### src/rtl/fht_unload.sv
// fht_unload: streams FHT results out of four direct-order banks as an indexed,
// back-pressured beat stream (oDATA/oIDX/oLAST with oVALID/iREADY handshake).
//
// Ports:
//   iCLK, iRESET        clock, asynchronous active-low reset
//   iFHT_RDY            controller ready level; a rising edge seen in IDLE starts
//                       an unload, a low level while busy aborts it
//   iDATA_0..iDATA_3    bank read data, valid one cycle after oADDR_RD/oRD_EN
//   oADDR_RD, oRD_EN    shared bank read address and read strobe
//   oDATA, oIDX, oLAST  output beat: point value, natural index k, k == N-1 marker
//   oVALID, iREADY      beat handshake; transfer when both are high
//   oBUSY, oDONE        unload in progress; one-cycle pulse after the oLAST transfer
module fht_unload #(
  parameter int A_BIT = 8,
  parameter int D_BIT = 16
) (
  input  logic               iCLK,
  input  logic               iRESET,
  input  logic               iFHT_RDY,
  input  logic [D_BIT-1:0]   iDATA_0,
  input  logic [D_BIT-1:0]   iDATA_1,
  input  logic [D_BIT-1:0]   iDATA_2,
  input  logic [D_BIT-1:0]   iDATA_3,
  output logic [A_BIT-1:0]   oADDR_RD,
  output logic               oRD_EN,
  output logic [D_BIT-1:0]   oDATA,
  output logic [A_BIT+1:0]   oIDX,
  output logic               oVALID,
  input  logic               iREADY,
  output logic               oLAST,
  output logic               oBUSY,
  output logic               oDONE
);
  localparam int K_BIT = A_BIT + 2;
  localparam logic [K_BIT-1:0] K_MAX = '1;
  typedef enum logic [1:0] {IDLE, READ, DRAIN} state_t;
  state_t                 state_q, state_d;
  logic                   rdy_q;
  logic [K_BIT-1:0]       k_q, k_d;
  logic                   rd_q;
  logic [K_BIT-1:0]       rd_idx_q;
  logic [K_BIT+D_BIT-1:0] mem_q [2];
  logic                   wr_ptr_q, rd_ptr_q;
  logic [1:0]             cnt_q, cnt_d;
  logic                   done_q, done_d;
  logic                   rise, flush, push, pop, rd_en;
  logic [2:0]             load;
  logic [D_BIT-1:0]       mux;
  assign rise  = iFHT_RDY & ~rdy_q;
  // a low ready level while busy means the controller started a new transform
  assign flush = (state_q != IDLE) & ~iFHT_RDY;
  assign oVALID = cnt_q != 2'd0;
  assign pop    = oVALID & iREADY;
  // FIFO entries committed after this edge if a read were not issued now
  assign load  = 3'(cnt_q) + 3'(rd_q) - 3'(pop);
  assign rd_en = (state_q == READ) & iFHT_RDY & (load < 3'd2);
  assign push  = rd_q & ~flush;
  // bank select travels with the read so the mux matches the returning data
  assign mux = rd_idx_q[1] ? (rd_idx_q[0] ? iDATA_3 : iDATA_2)
                           : (rd_idx_q[0] ? iDATA_1 : iDATA_0);
  assign {oIDX, oDATA} = oVALID ? mem_q[rd_ptr_q] : '0;
  assign oLAST    = oVALID & (oIDX == K_MAX);
  assign oRD_EN   = rd_en;
  assign oADDR_RD = k_q[K_BIT-1:2];
  assign oBUSY    = state_q != IDLE;
  assign oDONE    = done_q;
  always_comb begin
    state_d = state_q;
    done_d  = 1'b0;
    case (state_q)
      IDLE:    if (rise) state_d = READ;
      READ:    if (flush) state_d = IDLE;
               else if (rd_en && k_q == K_MAX) state_d = DRAIN;
      DRAIN:   if (flush) state_d = IDLE;
               else if (pop && oLAST) begin
                 state_d = IDLE;
                 done_d  = 1'b1;
               end
      default: state_d = IDLE;
    endcase
  end
  // k holds at N-1 after the final read rather than wrapping
  assign k_d   = state_q == IDLE ? '0 : (rd_en && k_q != K_MAX) ? k_q + 1'b1 : k_q;
  assign cnt_d = flush ? 2'd0 : 2'(cnt_q + {1'b0, push} - {1'b0, pop});
  always_ff @(posedge iCLK or negedge iRESET) begin
    if (!iRESET) begin
      state_q  <= IDLE;
      rdy_q    <= 1'b1;
      k_q      <= '0;
      rd_q     <= 1'b0;
      rd_idx_q <= '0;
      wr_ptr_q <= 1'b0;
      rd_ptr_q <= 1'b0;
      cnt_q    <= 2'd0;
      done_q   <= 1'b0;
      mem_q[0] <= '0;
      mem_q[1] <= '0;
    end else begin
      state_q  <= state_d;
      rdy_q    <= iFHT_RDY;
      k_q      <= k_d;
      rd_q     <= rd_en;
      rd_idx_q <= k_q;
      cnt_q    <= cnt_d;
      done_q   <= done_d;
      if (flush) begin
        wr_ptr_q <= 1'b0;
        rd_ptr_q <= 1'b0;
      end else begin
        if (push) begin
          mem_q[wr_ptr_q] <= {rd_idx_q, mux};
          wr_ptr_q        <= ~wr_ptr_q;
        end
        if (pop) rd_ptr_q <= ~rd_ptr_q;
      end
    end
  end
endmodule

### config.mk
export PLATFORM = sky130hd
export DESIGN_NAME = fht_unload
export DESIGN_NICKNAME = d
export VERILOG_FILES = /design/src/rtl/fht_unload.sv
export SDC_FILE = /design/constraint.sdc
export NUM_CORES = 1
export LEC_CHECK = 0
export ABC_AREA = 1
export CORE_ASPECT_RATIO = 0.5
export CORE_MARGIN = 1.5
export CORE_UTILIZATION = 35
export CTS_CLUSTER_DIAMETER = 30
export DETAILED_ROUTE_END_ITERATION = 8
export PLACE_DENSITY = 0.72
export SLEW_MARGIN = 0
export SYNTH_ARGS = -nofsm -noshare
export SYNTH_HDL_FRONTEND = slang
export SYNTH_SLANG_ARGS = --single-unit
### constraint.sdc
create_clock -name iCLK -period 2.3 [get_ports iCLK]
set_clock_uncertainty 0.1 [all_clocks]
set_input_delay 0.23 -clock iCLK [delete_from_list [all_inputs] [get_ports iCLK]]
set_output_delay 0.23 -clock iCLK [all_outputs]
set_load 0.1 [all_outputs]
==> results by group, run 1 <==
Synthesis
  – Synth cell types: 34
  – Syn Inst Count: 535
  – FF+latch count, synth: 81
  – Netlist Area Pre-Place: 4160 um2
  – Sequential share of the synthesized area: 48.8%
  – Compound-Gate Fraction of Synth Area: 17.4%
  – Async SR Flop Fraction: 100%
  – Adder-cell area share of the yosys netlist: 1.38%
  – EDFF count, synth: 0
  – Most instantiated library cell after synthesis: nand2_1
  – Syn_area_per_cell: 7.77 um2
  – Post-Synth Simple-Gate Area: 22.0%
  – Synth area leader: dfrtp_1
  – Xor and xnor area share after synthesis: 0.843%
  – Post-synthesis mux area share: 0%
  – Main synth FF type: dfrtp_1
  – Yosys warns: 0
  – Synth top area share: 48.2%
  – Most frequent cells after synthesis: nand2_1 (139), dfrtp_1 (80), o21ai_0 (72), inv_1 (50), nor2_1 (46)
  – Synthesized Nets: 607
  – Synth top area cells: dfrtp_1 (48%), nand2_1 (13%), o21ai_0 (8.7%)
  – Combinational family with the most area after synthesis: simple AND/OR/NAND/NOR gates

Global routing
  – Antenna violations before repair: 0
  – Grt met2 use: 33.2%
  – Gr ovfl total: 0
  – Largest net degree at the start of global routing: 50
  – Vias in the first global route: 3823
  – Met3 Use GR: 5.50%
  – Grt met1 use: 23.1%
  – Gr usage total: 19.0%
  – First-pass GRT wire length: 18.5 mm
  – Gr busiest metal: met2

Cells and area
  – Post-route insts no fill: 819
  – Layout area overhead: 53.4%
  – # diodes: 0
  – Sequential Area: 2030 um2
  – Final Core Density: 56.5%
  – Fin nets: 727
  – Filler cell count: 1009
  – Multi-input combinational cell area: 1980 um2
  – Layout cells sized above 1: 22.9%

Timing
  – RSZ-0062 raised after global routing: yes
  – Pins Over Slew Limit: 0
  – Final setup vio count: 11
  – Post-route worst setup slack: -0.296 ns
  – Max Clk Rate: 0.385 GHz
  – Period utilisation layout: 113%
  – Worst Max-Slew Pin Slew: 0.636 ns
  – Final hold violations: 0
  – Worst slew margin: 57.6%
  – Post-layout minimum cycle time: 2.60 ns

Drt
  – DRT Pass-1 Iters: 4
  – Drt drc: 0
  – Starting DRT DRC Count: 222
  – Antenna Nets Post-Route: 0
  – Via count: 3956
  – Final WL: 11.7 mm
  – Wire per inst: 14.3 um
  – Average vias per placed instance: 4.83

Clock tree
  – Htree depth: 3
  – Clock-pin slew on the worst setup and hold paths: 0.06 ns
  – Clock sink total: 81
  – Worst-Skew Late Latency: 0.34 ns
  – TritonCTS Buffers: 9
  – CTS tree: done
  – Max Buffers Root-to-Sink: 2
  – CTS Root Cell: clkbuf_16

Floorplan
  – Die Area: 12600 um2
  – Die width: 157 um
  – Die height: 80.1 um
  – Top Ports: 107
  – Core ar.: 11300 um2
  – Site Rows: 27
  – Initial Utilization: 36.8%

Run status
  – Status: finished with violations
  – Failing checks: setup timing

Setup path
  – Crit path launch type: flip-flop
  – Req. time, crit path: 1.97 ns
  – Crit path DAT: 2.27 ns
  – Worst r2r src: cnt_q[1]$_DFF_PN0_
  – Type of the worst setup path: reg2out
  – Setup crit end kind: output port
  – Max Fanout on Critical Path: 2
  – Crit path launch: cnt_q[1]$_DFF_PN0_

Hold path
  – Hold Path Class: in2async

Power
  – Leakage power: 2.89 nW
  – Peak VDD IR: 0.435 mV
  – Power per cell area: 1330 nW/um2

Flow run
  – Max cap viols: 0

Placed design
  – I/O Buffers: 106
  – Dpl cells: 787
  – Placer congestion estimate: 0.837
  – DPL Wire Length: 7.82 mm
-- layer usage --
metal  wire (um)  vias up
li1            -     1956
met1        5170     1892
met2        5700       90
met3         676       18
met4         166        0
met5           0        -
-- worst max-delay path, cell delays in order, from the launching register on --
cell and delay, ns:
dfrtp_2 0.42, nor2_4 0.12, inv_2 0.05, nand2_2 0.06, inv_2 0.04, nand2_2 0.06, buf_6 0.09, inv_2 0.03
fa_1 0.51, nand4_1 0.14, bufinv_8 0.24, buf_12 0.16
-- kinds of logic (layout without fill, tap and decap cells) --
group / count (synthesis) / in the layout
AO/OA/AOI/OAI: 140 / 140
buffers and inverters: 90 / 214
AND/OR/NAND/NOR: 216 / 217
adder cells (fa/ha/maj): 4 / 4
XOR/XNOR: 4 / 4
flip-flops: 81 / 81
-- layout make-up --
class	count	area share, %
inverters	58	3.77
repair buffers	140	25.5
clock buffers	12	3.87
multi-input cells	365	31.1
flip-flops and latches	81	31.8
well taps	159	3.12
clock inverters	4	0.844
-- final timing paths --
path	to	slack, ns	cells past startpoint
setup / recovery	oRD_EN	-0.30	11
hold / removal	mem_q[48]$_DFFE_PN0P_	0.35	2
setup reg to reg	k_q[6]$_DFFE_PN0P_	-0.19	16
hold reg to reg	rd_idx_q[6]$_DFF_PN0_	0.36	0
max in group asynchronous	rdy_q$_DFF_PN1_	1.06	3
min in group iCLK	rdy_q$_DFF_PN1_	0.35	1
-- metrics by stage --
step	cell area, um2	power, mW	setup TNS [ns]	worst slack (ns)	hold WS (ns)
finish	6380	8.48	-1.54	-0.296	0.346
global route	6380	8.92	-3.04	-0.396	0.355
CTS	6270	8.43	-1.17	-0.264	0.337
global placement	5830	6.73	-1.83	-0.249	0.191
detailed placement	5830	6.83	-2.43	-0.312	0.204
floorplan	4320	5.14	-3.15	-0.439	-0.166
-- state kept, by name (all words and copies together) (netlist names) --
signal	cells
k_q	10
mem_q	52
rdy_q	1
rd_q	1
cnt_q	2
wr_ptr_q	1
rd_ptr_q	1
state_q	2
rd_idx_q	10
oDONE	1
-- power breakdown --
group | total (mW) | leakage [nW] | internal, mW | switching, mW
registers | 1.95 | 1.04 | 1.77 | 0.186
logic | 5.08 | 1.72 | 1.75 | 3.33
clock network | 1.44 | 0.139 | 0.873 | 0.571
total | 8.48 | 2.89 | 4.39 | 4.08
-- placed cells by master (no fill, tap or decap), types with 8 or more instances in the layout --
cell / count
buf_12: 31
o21ai_0: 66
o22ai_1: 16
nand3_1: 10
clkdlybuf4s50_1: 66
a21oi_2: 11
a21oi_1: 8
clkbuf_16: 9
dfrtp_1: 78
nand2_1: 131
inv_1: 47
o21ai_1: 26
nor2_1: 43
buf_4: 37
-- what timing repair did --
action,in CTS,in global routing
gates resized for setup,11,23
setup buffers,13,5
cloned,1,0
pin swaps,2,8
endpoints found under the setup margin,10,15
hold endpoints to repair,46,0
hold buffers,1,0
Power figures use the tool's default switching activity.
==> run 2: changes to the inputs <==
--- a/config.mk
+++ b/config.mk
@@ -9,7 +9,6 @@
 export CORE_ASPECT_RATIO = 0.5
 export CORE_MARGIN = 1.5
 export CORE_UTILIZATION = 35
-export CTS_CLUSTER_DIAMETER = 30
 export DETAILED_ROUTE_END_ITERATION = 8
 export PLACE_DENSITY = 0.72
 export SLEW_MARGIN = 0
==> results of run 2 <==
Final layout, timing and power as in run 1 (identical DEF).
==> run 3: changes to the inputs <==
--- a/config.mk
+++ b/config.mk
@@ -10,6 +10,7 @@
 export CORE_MARGIN = 1.5
 export CORE_UTILIZATION = 35
 export DETAILED_ROUTE_END_ITERATION = 8
+export MAX_ROUTING_LAYER = met4
 export PLACE_DENSITY = 0.72
 export SLEW_MARGIN = 0
 export SYNTH_ARGS = -nofsm -noshare
==> run 3 against run 2 <==
  * The run still ends with setup timing left
  * Fmax down 0.93%
  * Critical path depth stayed put
  * Global-route usage up 0.53 points
  * Register-to-register slack got worse by 0.03 ns
==> results by group, run 3 (same netlist as run 1, synthesis figures left out) <==
Setup path
  – Setup crit end kind: output port
  – Max Fanout on Critical Path: 2
  – Max incr delay on CP: 0.52 ns
  – Type of the worst setup path: reg2out
  – Crit path launch type: flip-flop
  – Most common cell on crit path: inv_2
  – R2R Setup Slk: -0.22 ns
  – Cells along the critical path: nor2_4 > inv_2 > nand2_2 > inv_2 > nand2_2 > buf_6 > inv_2 > fa_1 > nand4_1 > bufinv_8 > buf_12
  – Crit path DAT: 2.29 ns
  – Req. time, crit path: 1.97 ns
  – Crit path max-delay cell type: fa_1

Power
  – Leakage power: 2.89 nW
  – Peak VDD IR: 0.434 mV
  – Power per cell area: 1330 nW/um2

Timing
  – RSZ-0062 raised after global routing: yes
  – Post-layout minimum cycle time: 2.62 ns
  – Worst Max-Slew Pin Slew: 0.634 ns
  – Pins Over Slew Limit: 0
  – Worst slew margin: 57.7%
  – Post-route worst setup slack: -0.320 ns
  – Final setup vio count: 11
  – Final hold violations: 0
  – Period utilisation layout: 114%
  – Max Clk Rate: 0.382 GHz

Cells and area
  – Layout cells sized above 1: 22.9%
  – Max FFs per register: 52
  – Most frequent cells in the layout: nand2_1 (131), dfrtp_1 (78), o21ai_0 (66), clkdlybuf4s50_1 (66), inv_1 (47)
  – # diodes: 0
  – Largest Register: mem_q
  – Post-route insts no fill: 819
  – Regs by FF count: mem_q (52), k_q (10), rd_idx_q (10)
  – Layout area overhead: 53.4%
  – Fin nets: 727
  – Commonest non-fill, non-tap cell in the layout: nand2_1

Hold path
  – Hold Path Class: in2async

Floorplan
  – Top Ports: 107
  – Core ar.: 11300 um2
  – Die width: 157 um
  – Die height: 80.1 um
  – Site Rows: 27
  – Initial Utilization: 36.8%
  – Die Area: 12600 um2

Global routing
  – Gr usage total: 19.5%
  – Grt met2 use: 33.3%
  – Gr busiest metal: met2
  – Largest net degree at the start of global routing: 50
  – Gr ovfl total: 0
  – Antenna violations before repair: 0
  – Vias in the first global route: 3822
  – Met3 Use GR: 4.59%
  – First-pass GRT wire length: 18.5 mm
  – Grt met1 use: 23.4%

Clock tree
  – CTS Root Cell: clkbuf_16
  – Max Buffers Root-to-Sink: 2
  – Clock sink total: 81
  – Htree depth: 3
  – Clock-pin slew on the worst setup and hold paths: 0.06 ns
  – Worst-Skew Late Latency: 0.34 ns
  – CTS tree: done
  – TritonCTS Buffers: 9

Flow run
  – Max cap viols: 0

Drt
  – Drt drc: 0
  – Via count: 3951
  – Average vias per placed instance: 4.82
  – DRT Pass-1 Iters: 4
  – Final WL: 11.7 mm
  – Starting DRT DRC Count: 219
  – Wire per inst: 14.3 um
  – Antenna Nets Post-Route: 0

Placed design
  – DP Worst Slack: -0.312 ns
  – Dpl cells: 787
  – DPL Wire Length: 7.82 mm
  – Placer congestion estimate: 0.850
  – I/O Buffers: 106

Run status
  – Failing checks: setup timing
  – Status: finished with violations
[run 3: area by class of cell]
| cell class | count | area, um2 |
|---|---|---|
| sequential | 81 | 2030 |
| inverter | 58 | 240 |
| fill | 1009 | 4910 |
| clock inverter | 4 | 53.8 |
| timing repair buffer | 140 | 1630 |
| tap | 159 | 199 |
| clock buffer | 12 | 246 |
| multi-input combinational | 365 | 1980 |
[run 3: report_power, final]
| part | internal [mW] | switching [mW] |
|---|---|---|
| clock network | 0.873 | 0.570 |
| registers | 1.77 | 0.185 |
| logic | 1.75 | 3.33 |
| total | 4.39 | 4.09 |
[run 3: metrics by stage]
stage,utilization [%],area [um2],TNS (ns),power [mW],hold WS (ns)
2_1_floorplan,-,4320,-3.15,5.14,-0.166
3_3_place_gp,51.7,5830,-1.83,6.73,0.191
3_5_place_dp,51.7,5830,-2.43,6.83,0.204
4_1_cts,55.6,6270,-1.17,8.43,0.337
5_1_grt,56.5,6380,-3.04,8.92,0.355
6_report,56.5,6380,-1.84,8.48,0.346
[run 3: metal layers]
layer  share of wire (%)  wire length, um
met3                 5.1              599
met4                 1.4              168
met1                  45             5280
met5                   0                0
met2                  48             5660
[run 3: worst max-delay path, delay by kind of cell (launching register included)]
| kind | cells | cell delay (ns) |
|---|---|---|
| buf+inv | 6 | 0.61 |
| fa+ha+maj | 1 | 0.52 |
| flops | 1 | 0.42 |
| simple gates | 4 | 0.40 |
[run 3: what timing repair did]
| action | in CTS | in global routing |
|---|---|---|
| setup endpoints to repair | 10 | 15 |
| buffers inserted | 13 | 5 |
| hold buffers | 1 | 0 |
| gates resized for setup | 11 | 23 |
| hold endpoints to repair | 46 | 0 |
| pin swaps | 2 | 8 |
| cloned | 1 | 0 |
[run 3: worst paths after layout]
path,start,endpoint,depth (start not counted)
hold reg to reg,k_q[6]$_DFFE_PN0P_,rd_idx_q[6]$_DFF_PN0_,0
hold / removal,iRESET,mem_q[48]$_DFFE_PN0P_,2
min in group iCLK,k_q[6]$_DFFE_PN0P_,rd_idx_q[6]$_DFF_PN0_,0
setup / recovery,cnt_q[1]$_DFF_PN0_,oRD_EN,11
max in group asynchronous,iRESET,rdy_q$_DFF_PN1_,3
setup reg to reg,cnt_q[1]$_DFF_PN0_,k_q[6]$_DFFE_PN0P_,16
